## src/rtl/junction_phase_scheduler.sv

```systemverilog
`default_nettype none
// ============================================================================
// Module   : junction_phase_scheduler
// Purpose  : Demand-actuated phase scheduler for a 3-way junction. It latches
//            detector requests for three conflicting approach phases, serves
//            them round-robin, and sequences each phase through GREEN, AMBER
//            and ALL-RED. Timing is counted in prescaled ticks. GREEN has a
//            minimum and a maximum duration when other phases are waiting.
// Ports    : clk    - system clock
//            rstn   - asynchronous active-low reset
//            det    - vehicle detectors, bit i = phase i (level, clk-synchronous)
//            red    - registered red lamp per phase
//            amber  - registered amber lamp per phase
//            green  - registered green lamp per phase
//            phase  - phase currently owning the junction (0..2)
//            pend   - latched pending requests
// Revision : 1.0 - initial release
// ============================================================================
module junction_phase_scheduler #(
   parameter int TICK_DIV  = 4,
   parameter int GREEN_MIN = 3,
   parameter int GREEN_MAX = 6,
   parameter int AMBER_T   = 2,
   parameter int ALLRED_T  = 1
) (
   input  logic       clk,
   input  logic       rstn,
   input  logic [2:0] det,
   output logic [2:0] red,
   output logic [2:0] amber,
   output logic [2:0] green,
   output logic [1:0] phase,
   output logic [2:0] pend
);

   localparam int c_PRE_W = (TICK_DIV > 1) ? $clog2(TICK_DIV) : 1;
   localparam int c_EL_W  = $clog2(GREEN_MAX + 1);

   localparam logic [c_PRE_W-1:0] c_PRE_LAST = c_PRE_W'(TICK_DIV - 1);
   localparam logic [c_EL_W-1:0]  c_EL_SAT   = '1;

   typedef enum logic [1:0] {
      S_ALLRED = 2'd0,
      S_GREEN  = 2'd1,
      S_AMBER  = 2'd2
   } state_t;

   // -------------------------------------------------------------------------
   // Registers
   // -------------------------------------------------------------------------
   state_t               r_state;
   logic [1:0]           r_cur;
   logic [c_PRE_W-1:0]   r_pre;
   logic [c_EL_W-1:0]    r_elapsed;
   logic [2:0]           r_pend;
   logic [2:0]           r_red;
   logic [2:0]           r_amber;
   logic [2:0]           r_green;

   // -------------------------------------------------------------------------
   // Combinational signals
   // -------------------------------------------------------------------------
   state_t               w_state_nxt;
   logic [1:0]           w_cur_nxt;
   logic                 w_tick;
   logic                 w_trans;
   logic [c_EL_W-1:0]    w_el_inc;
   logic [31:0]          w_el_ext;
   logic                 w_conflict;
   logic [1:0]           w_c1;
   logic [1:0]           w_c2;
   logic [1:0]           w_pick;
   logic                 w_enter_green;
   logic                 w_green_now;
   logic [2:0]           w_pend_nxt;
   logic [2:0]           w_oh_nxt;
   logic [2:0]           w_red_nxt;
   logic [2:0]           w_amber_nxt;
   logic [2:0]           w_green_nxt;

   function automatic logic [2:0] f_onehot(input logic [1:0] p);
      f_onehot = 3'b001 << p;
   endfunction

   // Modulo-3 increment of a phase number
   function automatic logic [1:0] f_next3(input logic [1:0] p);
      f_next3 = (p == 2'd2) ? 2'd0 : p + 2'd1;
   endfunction

   // -------------------------------------------------------------------------
   // Tick, elapsed-tick and demand evaluation
   // -------------------------------------------------------------------------
   always_comb begin
      w_tick      = (r_pre == c_PRE_LAST);
      // Saturating increment: a resting green must never wrap back below
      // GREEN_MIN and restart its minimum-green window.
      w_el_inc    = (r_elapsed == c_EL_SAT) ? r_elapsed : r_elapsed + c_EL_W'(1);
      w_el_ext    = 32'(w_el_inc);
      w_conflict  = |(r_pend & ~f_onehot(r_cur));
      w_green_now = (r_state == S_GREEN);

      // Round-robin search order cur+1, cur+2, cur. With nothing pending the
      // junction still advances to cur+1, so reset (cur=2) starts at phase 0.
      w_c1 = f_next3(r_cur);
      w_c2 = f_next3(w_c1);
      if (r_pend[w_c1]) begin
         w_pick = w_c1;
      end else if (r_pend[w_c2]) begin
         w_pick = w_c2;
      end else if (r_pend[r_cur]) begin
         w_pick = r_cur;
      end else begin
         w_pick = w_c1;
      end
   end

   // -------------------------------------------------------------------------
   // Next-state logic
   // -------------------------------------------------------------------------
   always_comb begin
      w_state_nxt   = r_state;
      w_cur_nxt     = r_cur;
      w_enter_green = 1'b0;

      case (r_state)
         S_ALLRED: begin
            if (w_tick && (w_el_ext >= 32'(ALLRED_T))) begin
               w_state_nxt   = S_GREEN;
               w_cur_nxt     = w_pick;
               w_enter_green = 1'b1;
            end
         end
         S_GREEN: begin
            // A still-occupied approach keeps its green until GREEN_MAX,
            // a vacated one yields as soon as GREEN_MIN has elapsed.
            if (w_tick && w_conflict &&
                (w_el_ext >= 32'(GREEN_MIN)) &&
                (!det[r_cur] || (w_el_ext >= 32'(GREEN_MAX)))) begin
               w_state_nxt = S_AMBER;
            end
         end
         S_AMBER: begin
            if (w_tick && (w_el_ext >= 32'(AMBER_T))) begin
               w_state_nxt = S_ALLRED;
            end
         end
         default: begin
            w_state_nxt = S_ALLRED;
         end
      endcase

      w_trans = (w_state_nxt != r_state);
   end

   // -------------------------------------------------------------------------
   // Request latch: the phase being granted green loses its request on the
   // grant edge even if its detector is active on that same edge, and a
   // phase that is already green cannot re-request itself.
   // -------------------------------------------------------------------------
   always_comb begin
      w_pend_nxt = r_pend;
      for (int i = 0; i < 3; i++) begin
         w_pend_nxt[i] = r_pend[i] |
                         (det[i] & ~(w_green_now & (r_cur == 2'(i))));
         if (w_enter_green && (w_cur_nxt == 2'(i))) begin
            w_pend_nxt[i] = 1'b0;
         end
      end
   end

   // -------------------------------------------------------------------------
   // Lamp decode from the next state so the registered lamps change on the
   // same edge as the state register.
   // -------------------------------------------------------------------------
   always_comb begin
      w_oh_nxt    = f_onehot(w_cur_nxt);
      w_red_nxt   = 3'b111;
      w_amber_nxt = 3'b000;
      w_green_nxt = 3'b000;
      case (w_state_nxt)
         S_GREEN: begin
            w_green_nxt = w_oh_nxt;
            w_red_nxt   = ~w_oh_nxt;
         end
         S_AMBER: begin
            w_amber_nxt = w_oh_nxt;
            w_red_nxt   = ~w_oh_nxt;
         end
         default: begin
            w_red_nxt   = 3'b111;
         end
      endcase
   end

   // -------------------------------------------------------------------------
   // State, timing and output registers
   // -------------------------------------------------------------------------
   always_ff @(posedge clk or negedge rstn) begin
      if (!rstn) begin
         r_state   <= S_ALLRED;
         r_cur     <= 2'd2;
         r_pre     <= '0;
         r_elapsed <= '0;
         r_pend    <= 3'b000;
         r_red     <= 3'b111;
         r_amber   <= 3'b000;
         r_green   <= 3'b000;
      end else begin
         r_state <= w_state_nxt;
         r_cur   <= w_cur_nxt;

         // Prescaler restarts on every transition so each state lasts an
         // exact multiple of TICK_DIV cycles.
         if (w_trans || w_tick) begin
            r_pre <= '0;
         end else begin
            r_pre <= r_pre + c_PRE_W'(1);
         end

         if (w_trans) begin
            r_elapsed <= '0;
         end else if (w_tick) begin
            r_elapsed <= w_el_inc;
         end

         r_pend  <= w_pend_nxt;
         r_red   <= w_red_nxt;
         r_amber <= w_amber_nxt;
         r_green <= w_green_nxt;
      end
   end

   assign red   = r_red;
   assign amber = r_amber;
   assign green = r_green;
   assign phase = r_cur;
   assign pend  = r_pend;

endmodule
`default_nettype wire

```

## config.mk

```make
export PLATFORM = sky130hd
export DESIGN_NAME = junction_phase_scheduler
export DESIGN_NICKNAME = d
export VERILOG_FILES = /design/src/rtl/junction_phase_scheduler.sv
export SDC_FILE = /design/constraint.sdc
export NUM_CORES = 1
export LEC_CHECK = 0
export BUFFER_PORTS_ARGS = -buffer_cell sky130_fd_sc_hd__buf_2
export CAP_MARGIN = 30
export CELL_PAD_IN_SITES_DETAIL_PLACEMENT = 0
export CELL_PAD_IN_SITES_GLOBAL_PLACEMENT = 1
export CORE_MARGIN = 3
export CORE_UTILIZATION = 25
export CTS_CLUSTER_SIZE = 8
export DETAILED_ROUTE_END_ITERATION = 10
export HOLD_SLACK_MARGIN = 0.15
export PLACE_DENSITY_LB_ADDON = 0.05
export SYNTH_ARGS = -nofsm -noshare
export SYNTH_HDL_FRONTEND = slang
export SYNTH_SLANG_ARGS = --single-unit
```

## constraint.sdc

```tcl
create_clock -name clk -period 2.92 [get_ports clk]
set_clock_uncertainty 0.1 [all_clocks]
set_input_delay 0.146 -clock clk [delete_from_list [all_inputs] [get_ports clk]]
set_output_delay 0.146 -clock clk [all_outputs]
set_load 0.02 [all_outputs]
```

==> flow_metrics.py <==
metrics = {
    "pwr": {
        "swShare_pct": 43.81,
        "intPower_mw": 0.7997,
        "powerDensity_nw_per_um2": 1041,
        "power.leakage_nw": 0.6393,
        "p_comb_share_pct": 49.3,
        "seqPwrFrac_pct": 37.4,
        "p_switching_mw": 0.6236,
        "peakVddDrop_v": 0.0003223,
        "p_clk_share_pct": 13.3,
        "fin_total_pwr_mw": 1.423,
    },
    "logic_synthesis": {
        "async_flop_share_pct": 100.0,
        "synth_area_sq_um": 1156,
        "synth.top_cell.area_share_pct": 36.80,
        "synth_cells": 114,
        "yosysUniqueCellTypes": 40,
        "syn-num-nets": 124,
        "ys_seq_area_share_pct": 45.89,
        "yosysTopAreaCell": "dfrtp_1",
        "ys_ff_latch": 21,
        "syn_avg_cell_area_sq_um": 10.14,
        "yosysWarnings": 0,
        "synthTopCellsByArea": "dfrtp_1, dfstp_2, ha_1",
        "synth_edf_count": 0,
        "yosys_most_used_dff": "dfrtp_1",
    },
    "layout": {
        "areaGrowthSynthToFinish_pct": 18.29,
        "multiInputGateArea_sq_um": 570.5,
        "post-route-cell-area_sq_um": 1368,
        "final_common_cell": "buf_2",
        "drive_gt1_share_pct": 22.96,
        "mostFrequentLayoutCells": "buf_2, dfrtp_1, nor2_1, a21oi_1, nand2b_1",
        "nets": 146,
        "seqCellArea_sq_um": 530.5,
        "n_antenna_cell": 0,
        "fillers": 451,
    },
    "floorplan": {
        "rows": 24,
        "ios": 19,
        "die_area_sq_um": 5477,
        "die_w_microns": 74.01,
        "core_region_area_sq_um": 4414,
        "start_util_pct": 26.19,
        "fp.dieH_microns": 74.01,
    },
    "global_routing": {
        "grt_pass1_vias": 903,
        "grt_util_all_layers_pct": 11.21,
        "grt_pass1_wl_microns": 4643,
        "use_met2_pct": 18.21,
        "grt_use_met1_pct": 14.70,
        "grt_overflow": 0,
        "busiest_layer": "met2",
        "grt_max_degree": 22,
        "grt_antenna_before_repair": 0,
        "grt_util_met3_pct": 3.514,
    },
    "timing": {
        "hold_ws_ps": 284.0,
        "setup_tns_ps": 0,
        "min_period_ps": 2484,
        "rsz0062_at_grt": "false",
        "fmax_ghz": 0.4025,
        "slew_viol_final": 0,
        "relSlewSlack_pct": 66.63,
        "hold_violations": 0,
        "period_share_pct": 85.08,
        "setup_viol": 0,
        "worst_pin_slew_ps": 500.6,
    },
    "place": {
        "gp_congestion": 0.7995,
        "port_buffers": 18,
        "hpwl_microns": 2124,
        "dpl_cell_area_sq_um": 1282,
    },
    "job": {
        "drv_cap": 0,
    },
    "routing": {
        "wirelength_microns": 2753,
        "vias": 897,
        "viasPerCell": 4.797,
        "wire_per_inst_microns": 14.72,
        "drtIter0Drc": 33,
        "drt_pass1_iterations": 4,
        "ant_nets": 0,
        "drc": 0,
    },
    "clocking": {
        "cts_setup_buffers": 0,
        "clk_pin_slew_ps": 80,
        "clock-sinks": 21,
        "numCtsBuffers": 3,
        "clk_latency_ps": 260,
        "cts_max_path_buffers": 2,
        "cts_tree": "yes",
        "clockRootBuffer": "clkbuf_8",
        "cts-htree-levels": 1,
    },
    "setup_path": {
        "required_ps": 2970,
        "crit_fanout": 7,
        "critPathTopFamily": "compound AO/OA/AOI/OAI gates",
        "endpoint_kind": "register",
        "path_class": "reg2reg",
        "arrival_ps": 2540,
        "crit_chain": "inv_1 > ha_1 > nand2b_1 > a221o_1 > a211oi_2 > a21boi_0 > ha_1 > and2_1",
        "cpMostUsedCell": "ha_1",
        "path_buf_inv": 1,
        "crit_path_max_incr_delay_ps": 460,
        "worstSetupStartpointType": "register",
        "crit_slowest_cell": "a211oi_2",
    },
    "status": {
        "outcome": "completed",
    },
    "hold_path": {
        "holdCritPathClass": "in2async",
    },
}
==> path summary, 6_finish.rpt <==
path	from	end	slack, ps	cells past startpoint
max in group asynchronous	rstn	phase[1]	2080	2
min reg2reg	r_pre[0]	r_pre[0]	350	1
min in group clk	r_pre[0]	r_pre[0]	350	1
max	r_elapsed[0]	green[0]	440	8
max reg2reg	r_elapsed[0]	green[0]	440	8
min	rstn	r_pre[0]	280	2
==> routing by layer <==
layer	part of all wire (%)	vias up	wire length (microns)
met5	0	-	0
met4	0.87	0	24
met3	4.1	2	114
met2	48	12	1309
met1	47	438	1305
li1	-	445	-
==> Yosys cell counts, types with 2 or more instances <==
master / instances
dfstp_2: 4
o21bai_1: 3
clkbuf_1: 2
o21a_1: 4
ha_1: 5
a21boi_0: 2
a21o_1: 2
nor2b_1: 4
a211oi_1: 4
nand2b_1: 7
mux2i_1: 3
nand2_1: 4
a21oi_1: 8
nor2_1: 8
and2_1: 5
and3_1: 2
buf_2: 2
o21ai_0: 2
inv_1: 6
dfrtp_1: 17
==> power groups by stage <==
| stage | sequential (mW) | clock [mW] | combinational, mW |
|---|---|---|---|
| after global routing | 0.554 | 0.212 | 0.791 |
| after detailed placement | 0.540 | 0 | 0.712 |
| after CTS | 0.535 | 0.202 | 0.719 |
| after global placement | 0.541 | 0 | 0.717 |
| final | 0.532 | 0.190 | 0.701 |
| after floorplan | 0.550 | 0 | 0.499 |
==> cell families after synthesis <==
kind of cell,synth area share (%)
simple gates,16.12
xor+xnor,1.515
mux,2.598
flops,45.89
fa+ha+maj,5.411
buf+inv,4.762
compound gates,23.70
==> registers in the layout (all words and copies together) (netlist names) <==
| register | flops |
|---|---|
| amber | 3 |
| green | 3 |
| pend | 3 |
| r_elapsed | 3 |
| red | 3 |
| phase | 2 |
| r_pre | 2 |
| r_state | 2 |
==> area by class of cell <==
cell class,count,area share [%]
clock buffer,4,3.294
inverter,7,1.921
multi-input combinational,81,41.72
sequential,21,38.79
tap,52,4.758
timing repair buffer,22,9.515
==> through the flow <==
step | std cells | setup WS (ps) | util [%]
2_1_floorplan | 114 | 717.2 | -
3_3_place_gp | 179 | 562.2 | 29.05
3_5_place_dp | 179 | 438.7 | 29.05
4_1_cts | 187 | 427.0 | 30.98
5_1_grt | 187 | 228.3 | 30.98
6_report | 187 | 435.6 | 30.98
==> timing repair <==
| action | CTS | global route |
|---|---|---|
| hold buffers | 4 | 0 |
| endpoints found under the setup margin | 0 | 0 |
| gates resized for setup | 0 | 0 |
| hold endpoints to repair | 24 | 0 |
(Power assumes the default switching activity.)
